### src/rtl/rv_ctrl_pkg.sv
`default_nettype none
// +----------------------------------------------------------------------+
// | rv_ctrl_pkg                                                          |
// | Shared encodings for the RV32I multi-cycle control path.            |
// | Revision: 1.0                                                        |
// +----------------------------------------------------------------------+
package rv_ctrl_pkg;

  localparam logic [6:0] c_op_lui    = 7'b0110111;
  localparam logic [6:0] c_op_auipc  = 7'b0010111;
  localparam logic [6:0] c_op_jal    = 7'b1101111;
  localparam logic [6:0] c_op_jalr   = 7'b1100111;
  localparam logic [6:0] c_op_branch = 7'b1100011;
  localparam logic [6:0] c_op_load   = 7'b0000011;
  localparam logic [6:0] c_op_store  = 7'b0100011;
  localparam logic [6:0] c_op_opimm  = 7'b0010011;
  localparam logic [6:0] c_op_op     = 7'b0110011;

  typedef enum logic [2:0] {
    S_IDLE   = 3'd0,
    S_FETCH  = 3'd1,
    S_DECODE = 3'd2,
    S_EXEC   = 3'd3,
    S_MEM    = 3'd4,
    S_WB     = 3'd5,
    S_TRAP   = 3'd6
  } state_t;

  typedef enum logic [3:0] {
    CLS_NONE   = 4'd0,
    CLS_LUI    = 4'd1,
    CLS_AUIPC  = 4'd2,
    CLS_JAL    = 4'd3,
    CLS_JALR   = 4'd4,
    CLS_BRANCH = 4'd5,
    CLS_LOAD   = 4'd6,
    CLS_STORE  = 4'd7,
    CLS_OPIMM  = 4'd8,
    CLS_OP     = 4'd9
  } cls_t;

  localparam logic [2:0] c_imm_i = 3'b000;
  localparam logic [2:0] c_imm_s = 3'b001;
  localparam logic [2:0] c_imm_b = 3'b010;
  localparam logic [2:0] c_imm_u = 3'b011;
  localparam logic [2:0] c_imm_j = 3'b100;

  localparam logic [1:0] c_pc_plus4 = 2'b00;
  localparam logic [1:0] c_pc_imm   = 2'b01;
  localparam logic [1:0] c_pc_alu   = 2'b10;

  localparam logic [1:0] c_wb_alu = 2'b00;
  localparam logic [1:0] c_wb_mem = 2'b01;
  localparam logic [1:0] c_wb_pc4 = 2'b10;

  localparam logic [1:0] c_alua_rs1  = 2'b00;
  localparam logic [1:0] c_alua_pc   = 2'b01;
  localparam logic [1:0] c_alua_zero = 2'b10;

  localparam logic [3:0] c_alu_add = 4'b0000;
  localparam logic [3:0] c_alu_sub = 4'b1000;

endpackage
`default_nettype wire

### src/rtl/rv_main_decoder.sv
`default_nettype none
// +----------------------------------------------------------------------+
// | rv_main_decoder                                                      |
// | Combinational opcode -> {class, immediate format, legal} mapping.   |
// | Revision: 1.0                                                        |
// +----------------------------------------------------------------------+
module rv_main_decoder
  import rv_ctrl_pkg::*;
(
  input  logic [6:0] opcode,
  output cls_t       cls,
  output logic [2:0] imm_sel,
  output logic       legal
);

  always_comb begin
    cls     = CLS_NONE;
    imm_sel = c_imm_i;
    legal   = 1'b1;
    case (opcode)
      c_op_lui:    begin cls = CLS_LUI;    imm_sel = c_imm_u; end
      c_op_auipc:  begin cls = CLS_AUIPC;  imm_sel = c_imm_u; end
      c_op_jal:    begin cls = CLS_JAL;    imm_sel = c_imm_j; end
      c_op_jalr:   begin cls = CLS_JALR;   imm_sel = c_imm_i; end
      c_op_branch: begin cls = CLS_BRANCH; imm_sel = c_imm_b; end
      c_op_load:   begin cls = CLS_LOAD;   imm_sel = c_imm_i; end
      c_op_store:  begin cls = CLS_STORE;  imm_sel = c_imm_s; end
      c_op_opimm:  begin cls = CLS_OPIMM;  imm_sel = c_imm_i; end
      c_op_op:     begin cls = CLS_OP;     imm_sel = c_imm_i; end
      default:     legal = 1'b0;
    endcase
  end

endmodule
`default_nettype wire

### src/rtl/rv_multicycle_ctrl.sv
`default_nettype none
// +----------------------------------------------------------------------+
// | rv_multicycle_ctrl                                                   |
// | Multi-cycle RV32I control FSM: fetch/decode/exec/mem/writeback.     |
// | Revision: 1.0                                                        |
// +----------------------------------------------------------------------+
module rv_multicycle_ctrl
  import rv_ctrl_pkg::*;
(
  input  logic       clk,
  input  logic       rst_n,
  input  logic [6:0] opcode,
  input  logic [2:0] funct3,
  input  logic       funct7_5,
  input  logic       br_taken,
  input  logic       mem_ready,
  output logic       mem_req,
  output logic       mem_we,
  output logic       addr_sel,
  output logic       ir_we,
  output logic       pc_we,
  output logic [1:0] pc_src,
  output logic       reg_we,
  output logic [1:0] wb_sel,
  output logic [1:0] alu_a_sel,
  output logic       alu_b_sel,
  output logic [3:0] alu_op,
  output logic [2:0] imm_sel,
  output logic       trap,
  output logic [2:0] state_o
);

  state_t     r_state;
  state_t     w_state_nxt;
  cls_t       r_cls;
  logic [2:0] r_imm_sel;

  cls_t       w_cls;
  logic [2:0] w_imm_sel;
  logic       w_legal;

  rv_main_decoder u_dec (
    .opcode  (opcode),
    .cls     (w_cls),
    .imm_sel (w_imm_sel),
    .legal   (w_legal)
  );

  // Class and immediate format are captured once per instruction, in DECODE.
  always_ff @(posedge clk or negedge rst_n) begin
    if (!rst_n) begin
      r_state   <= S_IDLE;
      r_cls     <= CLS_NONE;
      r_imm_sel <= c_imm_i;
    end else begin
      r_state <= w_state_nxt;
      if (r_state == S_DECODE) begin
        r_cls     <= w_cls;
        r_imm_sel <= w_imm_sel;
      end
    end
  end

  assign state_o = r_state;

  always_comb begin
    w_state_nxt = r_state;
    mem_req     = 1'b0;
    mem_we      = 1'b0;
    addr_sel    = 1'b0;
    ir_we       = 1'b0;
    pc_we       = 1'b0;
    pc_src      = c_pc_plus4;
    reg_we      = 1'b0;
    wb_sel      = c_wb_alu;
    alu_a_sel   = c_alua_rs1;
    alu_b_sel   = 1'b0;
    alu_op      = c_alu_add;
    imm_sel     = c_imm_i;
    trap        = 1'b0;

    case (r_state)
      S_IDLE: w_state_nxt = S_FETCH;

      S_FETCH: begin
        mem_req = 1'b1;
        imm_sel = r_imm_sel;
        if (mem_ready) begin
          ir_we       = 1'b1;
          w_state_nxt = S_DECODE;
        end
      end

      S_DECODE: begin
        imm_sel     = r_imm_sel;
        w_state_nxt = w_legal ? S_EXEC : S_TRAP;
      end

      S_EXEC: begin
        imm_sel   = r_imm_sel;
        alu_b_sel = !((r_cls == CLS_OP) || (r_cls == CLS_BRANCH));
        case (r_cls)
          CLS_LUI:             alu_a_sel = c_alua_zero;
          CLS_AUIPC, CLS_JAL:  alu_a_sel = c_alua_pc;
          default:             alu_a_sel = c_alua_rs1;
        endcase
        case (r_cls)
          CLS_OP:     alu_op = {funct7_5, funct3};
          // Only SRAI may set bit 30 on an immediate op; other funct3 reuse it as imm.
          CLS_OPIMM:  alu_op = {funct7_5 & (funct3 == 3'b101), funct3};
          CLS_BRANCH: alu_op = c_alu_sub;
          default:    alu_op = c_alu_add;
        endcase
        case (r_cls)
          CLS_BRANCH: begin
            pc_we       = 1'b1;
            pc_src      = br_taken ? c_pc_imm : c_pc_plus4;
            w_state_nxt = S_FETCH;
          end
          CLS_LOAD, CLS_STORE: w_state_nxt = S_MEM;
          default:             w_state_nxt = S_WB;
        endcase
      end

      S_MEM: begin
        mem_req  = 1'b1;
        addr_sel = 1'b1;
        mem_we   = (r_cls == CLS_STORE);
        imm_sel  = r_imm_sel;
        if (mem_ready) begin
          if (r_cls == CLS_STORE) begin
            pc_we       = 1'b1;
            w_state_nxt = S_FETCH;
          end else begin
            w_state_nxt = S_WB;
          end
        end
      end

      S_WB: begin
        reg_we      = 1'b1;
        pc_we       = 1'b1;
        imm_sel     = r_imm_sel;
        w_state_nxt = S_FETCH;
        case (r_cls)
          CLS_LOAD:           wb_sel = c_wb_mem;
          CLS_JAL, CLS_JALR:  wb_sel = c_wb_pc4;
          default:            wb_sel = c_wb_alu;
        endcase
        case (r_cls)
          CLS_JAL:  pc_src = c_pc_imm;
          CLS_JALR: pc_src = c_pc_alu;
          default:  pc_src = c_pc_plus4;
        endcase
      end

      S_TRAP: trap = 1'b1;

      default: w_state_nxt = S_IDLE;
    endcase
  end

endmodule
`default_nettype wire

### config.mk
export PLATFORM = sky130hd
export DESIGN_NAME = rv_multicycle_ctrl
export DESIGN_NICKNAME = d
export VERILOG_FILES = /design/src/rtl/rv_ctrl_pkg.sv /design/src/rtl/rv_main_decoder.sv /design/src/rtl/rv_multicycle_ctrl.sv
export SDC_FILE = /design/constraint.sdc
export NUM_CORES = 1
export LEC_CHECK = 0
export ABC_AREA = 1
export CELL_PAD_IN_SITES_DETAIL_PLACEMENT = 2
export CELL_PAD_IN_SITES_GLOBAL_PLACEMENT = 2
export CORE_MARGIN = 2
export CORE_UTILIZATION = 19
export CTS_CLUSTER_DIAMETER = 200
export DETAILED_ROUTE_END_ITERATION = 10
export PLACE_DENSITY = 0.78
export RECOVER_POWER = 50
export SLEW_MARGIN = 20
export SYNTH_ARGS = -nofsm -noshare
export SYNTH_HDL_FRONTEND = slang
export SYNTH_SLANG_ARGS = --single-unit
### constraint.sdc
create_clock -name clk -period 1.6 [get_ports clk]
set_input_delay 0.32 -clock clk [delete_from_list [all_inputs] [get_ports clk]]
set_output_delay 0.32 -clock clk [all_outputs]
set_load 0.1 [all_outputs]
==> impl_metrics.yaml, run 1 <==
floorplan:
  start_util_pct: 19.6
  die_w_microns: 70.5
  row_count: 24
  num_io_pins: 39
  die_h_microns: 70.5
logic_synthesis:
  synth-compound-area-share_pct: 11.3
  synthAdderAreaFrac_pct: 0
  syn_area_sq_um: 841
  synth_xor_area_share_pct: 0
  synth_top_family_by_area: "simple AND/OR/NAND/NOR gates"
  ys_seq_elements: 10
  synth.mux.area_fraction_pct: 0
  yosysSeqAreaShare_pct: 29.8
  synthSimpleGateAreaFrac_pct: 44.2
  syn_nets: 159
  synth_cells: 144
  avgSynthCellArea_sq_um: 5.84
  ys_types: 16
  synth_warnings: 0
placed_design:
  place.gp.congestion: 0.772
  placed_cells: 273
  portBuffers: 38
  dp_hpwl_mm: 4.07
outcome:
  outcome: "aborted with a tool error"
  first-error: "[ERROR DPL-0033] detailed placement checks failed during check placement."
  haltStage: "global routing (5_1_grt)"
global_routing:
  antenna_found_initial: 0
  grt_max_degree: 11
clocking:
  clk_path_buf_depth: 2
  root_buffer: "clkbuf_8"
  cts-buffers-inserted: 3
  numClockSinks: 10
  htree_levels: 1
timing:
  crit_endpoint: "alu_op[0]"
  worst_endpoint_kind: "output port"
-- metrics by stage --
step	setup slack [ps]	cell area, sq um	setup TNS (ps)
after CTS	-528	2470	-8960
after detailed placement	-401	2020	-5420
after global placement	-321	2020	-2830
after floorplan	-1400	1040	-14550
-- logic make-up after synthesis --
| kind of cell | count (synthesis) |
|---|---|
| AND/OR/NAND/NOR | 84 |
| AO/OA/AOI/OAI | 17 |
| buffers and inverters | 33 |
| flip-flops | 10 |
-- timing repair --
item                                    CTS
hold buffers                              0
setup buffers                            27
pin swaps                                16
endpoints found under the setup margin   21
gates resized for setup                  44
-- cells in the mapped netlist --
cell | instances | area share [%]
nor3_2 | 1 | 1.2
nor2_4 | 2 | 2.7
dfrtp_1 | 10 | 30
inv_1 | 33 | 15
nor3_1 | 4 | 2.4
a22oi_1 | 2 | 1.8
nor2_1 | 25 | 11
nor4_2 | 1 | 1.5
o22ai_1 | 2 | 1.5
nor4_1 | 1 | 0.74
o21ai_0 | 6 | 3.6
a21oi_1 | 6 | 3.6
nand2_1 | 36 | 16
nor2_2 | 1 | 0.74
nand3_1 | 13 | 7.7
o31ai_1 | 1 | 0.89
==> run 2: changes to the inputs <==
--- a/config.mk
+++ b/config.mk
@@ -6,13 +6,10 @@
 export NUM_CORES = 1
 export LEC_CHECK = 0
 export ABC_AREA = 1
-export CELL_PAD_IN_SITES_DETAIL_PLACEMENT = 2
-export CELL_PAD_IN_SITES_GLOBAL_PLACEMENT = 2
-export CORE_MARGIN = 2
-export CORE_UTILIZATION = 19
-export CTS_CLUSTER_DIAMETER = 200
+export CORE_AREA = 2 2 63 65
 export DETAILED_ROUTE_END_ITERATION = 10
-export PLACE_DENSITY = 0.78
+export DIE_AREA = 0 0 65 67
+export PLACE_DENSITY_LB_ADDON = 0.15
 export RECOVER_POWER = 50
 export SLEW_MARGIN = 20
 export SYNTH_ARGS = -nofsm -noshare
==> impl_metrics.yaml, run 2 <==
logic_synthesis:
  ys_types: 16
  yosysMostFrequentCell: "nand2_1"
  synthTopCellsByCount: "36 x nand2_1, 33 x inv_1, 25 x nor2_1"
  synth_edf_count: 0
  synth_warnings: 0
  syn_nets: 159
  avgSynthCellArea_sq_um: 5.84
  syn_area_sq_um: 841
  synthArstFlopShare_pct: 100
  synthTopCellsByArea: "dfrtp_1 30%, nand2_1 16%, inv_1 15%, nor2_1 11%, nand3_1 7.7%"
  ys_seq_elements: 10
  synth_top_area_share_pct: 29.8
  yosysSeqAreaShare_pct: 29.8
  synth_cells: 144
  ys.flop_type: "dfrtp_1"
  yosys.area.top_type: "dfrtp_1"
floorplan:
  start_util_pct: 23.3
  row_count: 22
  num_io_pins: 39
  die_h_microns: 67
  core_sq_um: 3610
  die-area_sq_um: 4360
  die_w_microns: 65
placed_design:
  place.gp.congestion: 0.805
  placed_cells: 266
  portBuffers: 38
  dp_hpwl_mm: 2.51
routing:
  first_iter_violations: 29
  routed_wl_mm: 3.09
  post_drt_via_cell_ratio: 4.38
  antenna_left: 0
  post_drt_wl_per_cell_microns: 11.2
  drtPass1Iterations: 4
  via_count: 1213
  drc: 0
final_layout:
  fillerInstances: 287
  n_antenna_cell: 0
  layout.nets: 245
  syn_to_final_growth_pct: 166
  largest_reg_flops: 4
  final_common_cell: "buf_4"
  final_cell_mix: "34 x buf_4, 30 x nand2_1, 25 x inv_1, 24 x buf_12"
  largest-register: "r_cls"
  drive_gt1_share_pct: 51.5
  utilization_pct: 62.0
  final_cells: 277
pwr:
  power.total_w: 0.000656
  power_density_nw_per_um2: 293
  leakagePower_nw: 1.03
  peakVddDrop_uv: 381
worst_setup_path:
  cp-end-kind: "output pin"
  r2r_cells: 10
  cp-start-kind: "flop"
  critPathMaxFanout: 4
  cp.arrival_ps: 1670
  critPathKind: "flop to output pin"
  crit_required_ps: 1280
clocking:
  clkTransAtPathRegs_ps: 50
  root_buffer: "clkbuf_8"
  clk_latency_ps: 240
  cts-buffers-inserted: 3
  htree_levels: 1
  cts_tree: "yes"
  ctsHoldBuffers: 0
  clk_path_buf_depth: 2
  numClockSinks: 10
worst_hold_path:
  hold_path_class: "input pin to asynchronous set/reset pin"
run:
  max_cap_violations: 0
global_routing:
  grt_pass1_vias: 1217
  overflow: 0
  grt_pass1_wl_mm: 5.14
  grt_usage_pct: 15.5
  antenna_found_initial: 0
  grt_max_degree: 11
timing:
  hold_viol_final: 0
  relSlewSlack_pct: 68.5
  setup-violations-final: 21
  period_share_pct: 124
  setup_tns_ps: -6120
  rsz0062_at_grt: "yes"
  whs_ps: 470
  max_freq_ghz: 0.504
  final.setup.worst_slack_ps: -385
  skew_ps: 2.88
  fin_crit_ps: 1990
  slew_violations: 0
  worstMarginPinSlew_ps: 471
outcome:
  violations: "negative setup slack"
  outcome: "finished with violations"
-- run 2: cell counts after synthesis --
No cell type changed its count.
-- run 2: timing repair --
item	in CTS	in global routing
setup buffers	4	3
pin swaps	5	5
resized for setup	26	11
endpoints found under the setup margin	21	23
-- run 2: cell type report --
| type | instances | area [sq um] | share of cell area [%] |
|---|---|---|---|
| multi-input cells | 101 | 744 | 33.3 |
| inverters | 33 | 139 | 6.22 |
| well taps | 48 | 60.1 | 2.69 |
| repair buffers | 81 | 977 | 43.7 |
| flip-flops and latches | 10 | 259 | 11.6 |
| clock buffers | 4 | 55.1 | 2.46 |
-- run 2: routing by layer --
| layer | wire length (microns) | part of all wire [%] | GRT usage [%] |
|---|---|---|---|
| met4 | 63 | 2.0 | 7.98 |
| met3 | 96 | 3.1 | 1.18 |
| met5 | 0 | 0 | 0 |
| met1 | 1220 | 40 | 16.4 |
| met2 | 1710 | 55 | 30.4 |
-- run 2: path summary, 6_finish.rpt --
path	start	slack [ps]	end
max reg2reg	state_o[2]	80	state_o[2]
min in group clk	r_imm_sel[2]	520	r_imm_sel[2]
min	rst_n	470	state_o[2]
min reg2reg	r_imm_sel[2]	520	r_imm_sel[2]
max	state_o[2]	-390	alu_a_sel[1]
max in group asynchronous	rst_n	770	state_o[1]
-- run 2: cells by family after synthesis --
group,after synthesis,share of synthesized area (%)
AND/OR/NAND/NOR,84,44.2
buffers and inverters,33,14.7
AO/OA/AOI/OAI,17,11.3
flip-flops,10,29.8
-- run 2: worst max-delay path: stages (launching register included) --
cell,delay [ps]
dfrtp_4,480
inv_4,90
nand2_4,60
nor2_4,160
inv_1,190
nor4_4,220
buf_12,210
-- run 2: report_power, final --
part / leakage (nW) / total [W] / switching, W / internal (W)
Combinational: 0.900 / 0.0000790 / 0.0000361 / 0.0000429
Clock: 0.0288 / 0.000322 / 0.000105 / 0.000217
Sequential: 0.102 / 0.000254 / 0.000000207 / 0.000254
Total: 1.03 / 0.000656 / 0.000142 / 0.000514
-- run 2: stage by stage --
step	setup slack [ps]	area, sq um
after floorplan	-1400	1040
after global placement	-179	1990
after detailed placement	-204	1990
after CTS	-389	2170
after global routing	-455	2230
final	-385	2230
Note: power is estimated with default switching activity, not from simulation.
